===== config.mk =====
export PLATFORM = sky130hd
export DESIGN_NAME = ppm_decoder_gen
export DESIGN_NICKNAME = d
export VERILOG_FILES = /design/src/rtl/ppm_pkg.sv /design/src/rtl/ppm_slot_timer.sv /design/src/rtl/ppm_decoder_gen.sv
export SDC_FILE = /design/constraint.sdc
export NUM_CORES = 1
export LEC_CHECK = 0
export ABC_AREA = 1
export CELL_PAD_IN_SITES_DETAIL_PLACEMENT = 1
export CELL_PAD_IN_SITES_GLOBAL_PLACEMENT = 2
export CORE_MARGIN = 2
export CORE_UTILIZATION = 34
export CTS_CLUSTER_SIZE = 20
export DETAILED_ROUTE_END_ITERATION = 16
export HOLD_SLACK_MARGIN = 0.02
export PLACE_DENSITY = 0.86
export SYNTH_ARGS = -nofsm -noshare
export SYNTH_HDL_FRONTEND = slang
export SYNTH_SLANG_ARGS = --single-unit

===== constraint.sdc =====
create_clock -name clk -period 5.2 [get_ports clk]
set_input_delay 1.56 -clock clk [delete_from_list [all_inputs] [get_ports clk]]
set_output_delay 1.56 -clock clk [all_outputs]
set_load 0.02 [all_outputs]

===== src/rtl/ppm_pkg.sv =====
// Shared types and constants for the PPM frame decoder.
package ppm_pkg;

  // Decoder FSM states.
  typedef enum logic [1:0] {
    IDLE = 2'd0,
    SOF  = 2'd1,
    DATA = 2'd2
  } ppm_state_t;

  // The start-of-frame marker always spans four slots.
  localparam int SOF_SLOTS = 4;

  // End-of-frame: lows in exactly these two slots of a data window.
  localparam int EOF_SLOT_A   = 0;
  localparam int EOF_SLOT_B   = 1;
  localparam int EOF_LOW_MASK = (1 << EOF_SLOT_A) | (1 << EOF_SLOT_B);

  // Width of a counter that runs 0..osr-1.
  function automatic int osr_cnt_w(input int osr);
    return (osr > 2) ? $clog2(osr) : 1;
  endfunction

endpackage


===== src/rtl/ppm_slot_timer.sv =====
// Slot timing: oversampling counter, slot index, mid-slot sample strobe and
// window-end strobe. Parked at zero while clear is high.
module ppm_slot_timer
  import ppm_pkg::*;
#(
  parameter int OSR    = 16,
  parameter int SLOT_W = 2
) (
  input  logic              clk,
  input  logic              rst_n,
  input  logic              clear,
  input  logic [SLOT_W-1:0] win_last,
  output logic              sample_stb,
  output logic              win_end,
  output logic [SLOT_W-1:0] slot_idx
);

  localparam int               CNT_W     = osr_cnt_w(OSR);
  localparam logic [CNT_W-1:0] SAMPLE_AT = CNT_W'(OSR / 2);
  localparam logic [CNT_W-1:0] CNT_LAST  = CNT_W'(OSR - 1);

  logic [CNT_W-1:0]  cnt_reg;
  logic [SLOT_W-1:0] slot_reg;
  logic              win_done_reg;

  assign sample_stb = ~clear && (cnt_reg == SAMPLE_AT);
  assign win_end    = sample_stb && (slot_reg == win_last);
  assign slot_idx   = slot_reg;

  // Count clocks within a slot; the slot index restarts at the wrap following a
  // window end, so SOF and data windows of different length chain seamlessly.
  always_ff @(posedge clk) begin
    if (!rst_n || clear) begin
      cnt_reg      <= '0;
      slot_reg     <= '0;
      win_done_reg <= 1'b0;
    end else begin
      if (win_end) begin
        win_done_reg <= 1'b1;
      end
      if (cnt_reg == CNT_LAST) begin
        cnt_reg      <= '0;
        slot_reg     <= win_done_reg ? '0 : slot_reg + SLOT_W'(1);
        win_done_reg <= 1'b0;
      end else begin
        cnt_reg <= cnt_reg + CNT_W'(1);
      end
    end
  end

endmodule


===== src/rtl/ppm_decoder_gen.sv =====
// PPM frame decoder: synchronizes the line, detects SOF, decodes one symbol per
// window into LSB-first bytes and terminates frames on EOF or malformed windows.
module ppm_decoder_gen
  import ppm_pkg::*;
#(
  parameter int         OSR      = 16,
  parameter int         PPM_BITS = 2,
  parameter int         BYTE_W   = 8,
  parameter logic [3:0] SOF_PAT  = 4'b0110
) (
  input  logic              clk,
  input  logic              rst_n,
  input  logic              Din,
  output logic [BYTE_W-1:0] Dout,
  output logic              D_en,
  output logic              F_en,
  output logic              err,
  output logic [7:0]        byte_cnt
);

  localparam int NSLOT  = 1 << PPM_BITS;
  localparam int SPB    = BYTE_W / PPM_BITS;
  localparam int SLOT_W = (PPM_BITS > 2) ? PPM_BITS : 2;
  localparam int SYM_W  = (SPB > 1) ? $clog2(SPB) : 1;

  localparam logic [NSLOT-1:0]  EOF_MASK  = NSLOT'(EOF_LOW_MASK);
  localparam logic [SLOT_W-1:0] SOF_LAST  = SLOT_W'(SOF_SLOTS - 1);
  localparam logic [SLOT_W-1:0] DATA_LAST = SLOT_W'(NSLOT - 1);
  localparam logic [SYM_W-1:0]  SYM_LAST  = SYM_W'(SPB - 1);

  generate
    if ((PPM_BITS < 1) || (PPM_BITS > 3) || ((BYTE_W % PPM_BITS) != 0) ||
        (OSR < 4) || ((OSR % 2) != 0)) begin : g_bad_params
      $error("ppm_decoder_gen: unsupported OSR/PPM_BITS/BYTE_W combination");
    end
  endgenerate

  logic              sync_meta_reg, ds_reg, ds_prev_reg;
  logic              ds_fall;
  logic              sample_stb, win_end;
  logic [SLOT_W-1:0] slot_idx, win_last;

  ppm_state_t        state_reg, state_next;
  logic [NSLOT-1:0]  low_mask_reg, low_mask_next, low_mask_now;
  logic [BYTE_W-1:0] shift_reg, shift_next, shift_in;
  logic [BYTE_W-1:0] dout_reg, dout_next;
  logic [SYM_W-1:0]  sym_cnt_reg, sym_cnt_next;
  logic [7:0]        byte_cnt_reg, byte_cnt_next;
  logic              d_en_reg, d_en_next, f_en_reg, f_en_next, err_reg, err_next;
  logic [PPM_BITS-1:0] sym_val;
  logic              one_low, is_eof;

  // Two-flop synchronizer for the asynchronous line, plus a delayed copy for edge detection.
  always_ff @(posedge clk) begin
    if (!rst_n) begin
      sync_meta_reg <= 1'b1;
      ds_reg        <= 1'b1;
      ds_prev_reg   <= 1'b1;
    end else begin
      sync_meta_reg <= Din;
      ds_reg        <= sync_meta_reg;
      ds_prev_reg   <= ds_reg;
    end
  end

  assign ds_fall  = ds_prev_reg & ~ds_reg;
  assign win_last = (state_reg == SOF) ? SOF_LAST : DATA_LAST;

  ppm_slot_timer #(
    .OSR    (OSR),
    .SLOT_W (SLOT_W)
  ) u_slot_timer (
    .clk        (clk),
    .rst_n      (rst_n),
    .clear      (state_reg == IDLE),
    .win_last   (win_last),
    .sample_stb (sample_stb),
    .win_end    (win_end),
    .slot_idx   (slot_idx)
  );

  // Low-slot map of the current window including the sample being taken now.
  generate
    for (genvar gi = 0; gi < NSLOT; gi++) begin : g_low_mask
      assign low_mask_now[gi] = low_mask_reg[gi] | (~ds_reg & (slot_idx == SLOT_W'(gi)));
    end
  endgenerate

  // Symbol value is the position of the (single) low slot.
  always_comb begin
    sym_val = '0;
    for (int i = 0; i < NSLOT; i++) begin
      if (low_mask_now[i]) begin
        sym_val = PPM_BITS'(i);
      end
    end
  end

  assign one_low = ($countones(low_mask_now) == 1);
  assign is_eof  = (low_mask_now == EOF_MASK);

  // New symbols enter at the top, so the first symbol ends up in the lowest bits.
  generate
    if (SPB == 1) begin : g_shift_single
      assign shift_in = sym_val;
    end else begin : g_shift_multi
      assign shift_in = {sym_val, shift_reg[BYTE_W-1:PPM_BITS]};
    end
  endgenerate

  // Next-state and output decisions; windows are only judged at their final sample.
  always_comb begin
    state_next    = state_reg;
    low_mask_next = low_mask_reg;
    shift_next    = shift_reg;
    dout_next     = dout_reg;
    sym_cnt_next  = sym_cnt_reg;
    byte_cnt_next = byte_cnt_reg;
    f_en_next     = f_en_reg;
    d_en_next     = 1'b0;
    err_next      = 1'b0;
    case (state_reg)
      IDLE: begin
        low_mask_next = '0;
        if (ds_fall) begin
          state_next = SOF;
        end
      end
      SOF: begin
        if (sample_stb) begin
          if (ds_reg != SOF_PAT[slot_idx[1:0]]) begin
            state_next = IDLE;
          end else if (win_end) begin
            state_next    = DATA;
            f_en_next     = 1'b1;
            byte_cnt_next = '0;
            sym_cnt_next  = '0;
            low_mask_next = '0;
          end
        end
      end
      DATA: begin
        if (sample_stb) begin
          if (!win_end) begin
            low_mask_next = low_mask_now;
          end else begin
            low_mask_next = '0;
            if (is_eof) begin
              // EOF is checked first so that with one bit per symbol it wins over decoding.
              state_next   = IDLE;
              f_en_next    = 1'b0;
              err_next     = (sym_cnt_reg != '0);
              sym_cnt_next = '0;
            end else if (one_low) begin
              if (sym_cnt_reg == SYM_LAST) begin
                dout_next     = shift_in;
                d_en_next     = 1'b1;
                sym_cnt_next  = '0;
                byte_cnt_next = (byte_cnt_reg == 8'hFF) ? byte_cnt_reg : byte_cnt_reg + 8'd1;
              end else begin
                shift_next   = shift_in;
                sym_cnt_next = sym_cnt_reg + SYM_W'(1);
              end
            end else begin
              state_next   = IDLE;
              f_en_next    = 1'b0;
              err_next     = 1'b1;
              sym_cnt_next = '0;
            end
          end
        end
      end
      default: state_next = IDLE;
    endcase
  end

  // State and output registers.
  always_ff @(posedge clk) begin
    if (!rst_n) begin
      state_reg    <= IDLE;
      low_mask_reg <= '0;
      shift_reg    <= '0;
      dout_reg     <= '0;
      sym_cnt_reg  <= '0;
      byte_cnt_reg <= '0;
      d_en_reg     <= 1'b0;
      f_en_reg     <= 1'b0;
      err_reg      <= 1'b0;
    end else begin
      state_reg    <= state_next;
      low_mask_reg <= low_mask_next;
      shift_reg    <= shift_next;
      dout_reg     <= dout_next;
      sym_cnt_reg  <= sym_cnt_next;
      byte_cnt_reg <= byte_cnt_next;
      d_en_reg     <= d_en_next;
      f_en_reg     <= f_en_next;
      err_reg      <= err_next;
    end
  end

  assign Dout     = dout_reg;
  assign D_en     = d_en_reg;
  assign F_en     = f_en_reg;
  assign err      = err_reg;
  assign byte_cnt = byte_cnt_reg;

endmodule


==> flow_summary.toml <==
[placed_design]
dpl_cell_area_sq_mm = 0.002382
port_buffers = 21
gp_congestion = 0.7604
post-dp-hpwl_mm = 4.002

[synthesis]
synth_commonest_cells = "nand2_1 (58), dfxtp_1 (43), nor2_1 (39)"
synth_area_leader_cell = "dfxtp_1"
ys_seq_area_frac = 0.4052
synth_edf_count = 0
syn_area_sq_mm = 0.002125
synth-seq-cells = 43
netlist_instances = 290
syn_avg_cell_area_sq_um = 7.326
yosysWarningCount = 0
ys_types = 30
synth.most_common_cell = "nand2_1"
yosys.area.top_type_share = 0.4052
synth.area.top_cells = "dfxtp_1 (41%), nand2_1 (10%), ha_1 (7.1%), nor2_1 (6.9%), a21oi_1 (6.8%)"
synthArstFlopShare = 0
synthesis.nets = 306
ys.flop_type = "dfxtp_1"

[floorplan]
die_area_sq_mm = 0.006897
rows = 28
dieHeight_um = 83.05
fp.dieW_um = 83.05
start_util = 0.3546
core_sq_mm = 0.005991
ios = 22

[clocking]
clock_latency_ps = 300
cts-root-buf = "clkbuf_8"
cts_setup_buffers = 0
clock-sinks = 43
clk_pin_slew_ps = 80
cts_resized = 0
cts_buffer_depth = 2
cts-buffers-inserted = 5
htreeDepth = 2
cts_tree = "done"
hold_buffers = 0

[grt]
grt_pass1_wl_mm = 9.073
grt_util_all_layers = 0.1613
grt_pass1_vias = 1919
grt_max_degree = 20
overflow = 0
antenna_found_initial = 0

[run_status]
outcome = "finished clean"

[drt]
wl_per_cell_um = 13.86
drt-total-wl_mm = 5.351
viasPerCell = 4.863
drc_errors = 0
dr.pass1.iters = 4
first_iter_violations = 47
routed-via-count = 1877
drtAntennaViolNets = 0

[timing]
finalHoldViolations = 0
max_freq_mhz = 303.2
tightest_slew_ps = 736.2
fin_crit_sh = 0.6342
relSlewSlack = 0.5074
finalSetupTns_ps = 0
rsz0062_at_grt = "no"
min_period_ps = 3298
slew_viol_final = 0
skew_ps = 7.034
finalSetupViolCount = 0

[pwr]
leakage_nw = 0.9721
power.density_mw_per_mm2 = 258.3
irDropWorstVdd_mv = 0.1290

[cells_and_area]
postLayoutCellArea_sq_mm = 0.002489
drive_gt1_frac = 0.06109
fin_util = 0.4154
final_nets = 327
diodes = 0
area_delta_synth_final_pct = 17.14

[setup_path]
critPathCaptureType = "register"
cp.required_ps = 5450
cp_data_arrival_time_ps = 3550
cp-start-kind = "input pin"
crit_type = "in -> reg"
crit_fanout = 19

[flow_run]
cap_violations = 0

[worst_hold_path]
min_path_type = "reg -> reg"
[worst max-delay path: stages]
cell,delay [ps]
clkdlybuf4s50_1,830
inv_1,440
nor2_1,270
nand2_1,160
a21oi_1,150
o21a_1,130
[cell families after synthesis]
logic type      synth area share
compound gates            0.1514
buf+inv                  0.08716
simple gates              0.2721
flops                     0.4052
xor+xnor                0.004123
fa+ha+maj                0.08009
[through the flow]
step / setup slack, ps / total power [mW] / cells / hold slack [ps]
floorplan: 2673 / 0.3778 / 290 / 392.5
global placement: 1611 / 0.3899 / 379 / 393.8
detailed placement: 1536 / 0.3915 / 379 / 402.6
CTS: 1858 / 0.6486 / 386 / 425.3
global route: 1562 / 0.6676 / 386 / 430.6
finish: 1902 / 0.6428 / 386 / 419.5
[worst paths after layout]
| kind | start | to | slack (ps) | cells past startpoint |
|---|---|---|---|---|
| setup / recovery | rst_n | u_slot_timer.cnt_reg[3] | 1900 | 6 |
| hold / removal | sync_meta_reg | ds_reg | 420 | 1 |
| setup reg to reg | u_slot_timer.slot_idx[1] | shift_reg[5] | 1960 | 14 |
| hold reg to reg | sync_meta_reg | ds_reg | 420 | 1 |
[report_power, final]
part	switching (mW)	total (mW)	leakage (nW)	internal, mW
logic	0.0337	0.0476	0.575	0.0140
registers	0.00326	0.336	0.347	0.333
clock network	0.119	0.259	0.0502	0.140
total	0.155	0.643	0.972	0.487
[cell usage in the layout, fill, tap and decap left out, types with 2 or more instances in the layout]
cell	instances
nor2_2	2
nand3_1	22
or2_2	3
clkbuf_8	5
a211oi_2	3
ha_1	12
inv_1	36
nor2_1	39
nand4_1	2
nor3b_1	2
nor3_1	2
a211oi_1	2
dfxtp_1	43
clkdlybuf4s50_1	21
nand2_1	58
a21oi_1	29
o21ai_0	16
o21ai_1	2
[final cells by class]
| class | instances | area [sq um] |
|---|---|---|
| inverter | 37 | 138.9 |
| clock buffer | 5 | 68.82 |
| timing repair buffer | 21 | 210.2 |
| multi-input combinational | 203 | 1079 |
| sequential | 43 | 860.8 |
| tap | 75 | 93.84 |
| fill | 759 | 3502 |
| clock inverter | 2 | 37.54 |
[metal layers]
layer  vias to the layer above  wire length (um)  global-route usage  share of wire
li1                        980                 -                   -              -
met1                       868              2662              0.2130           0.50
met2                        23              2460              0.2639           0.46
met3                         6               163             0.03777          0.030
met4                         0                65             0.04471          0.012
met5                         -                 0                   0              0
No activity file was read; power rests on OpenSTA's default activity.
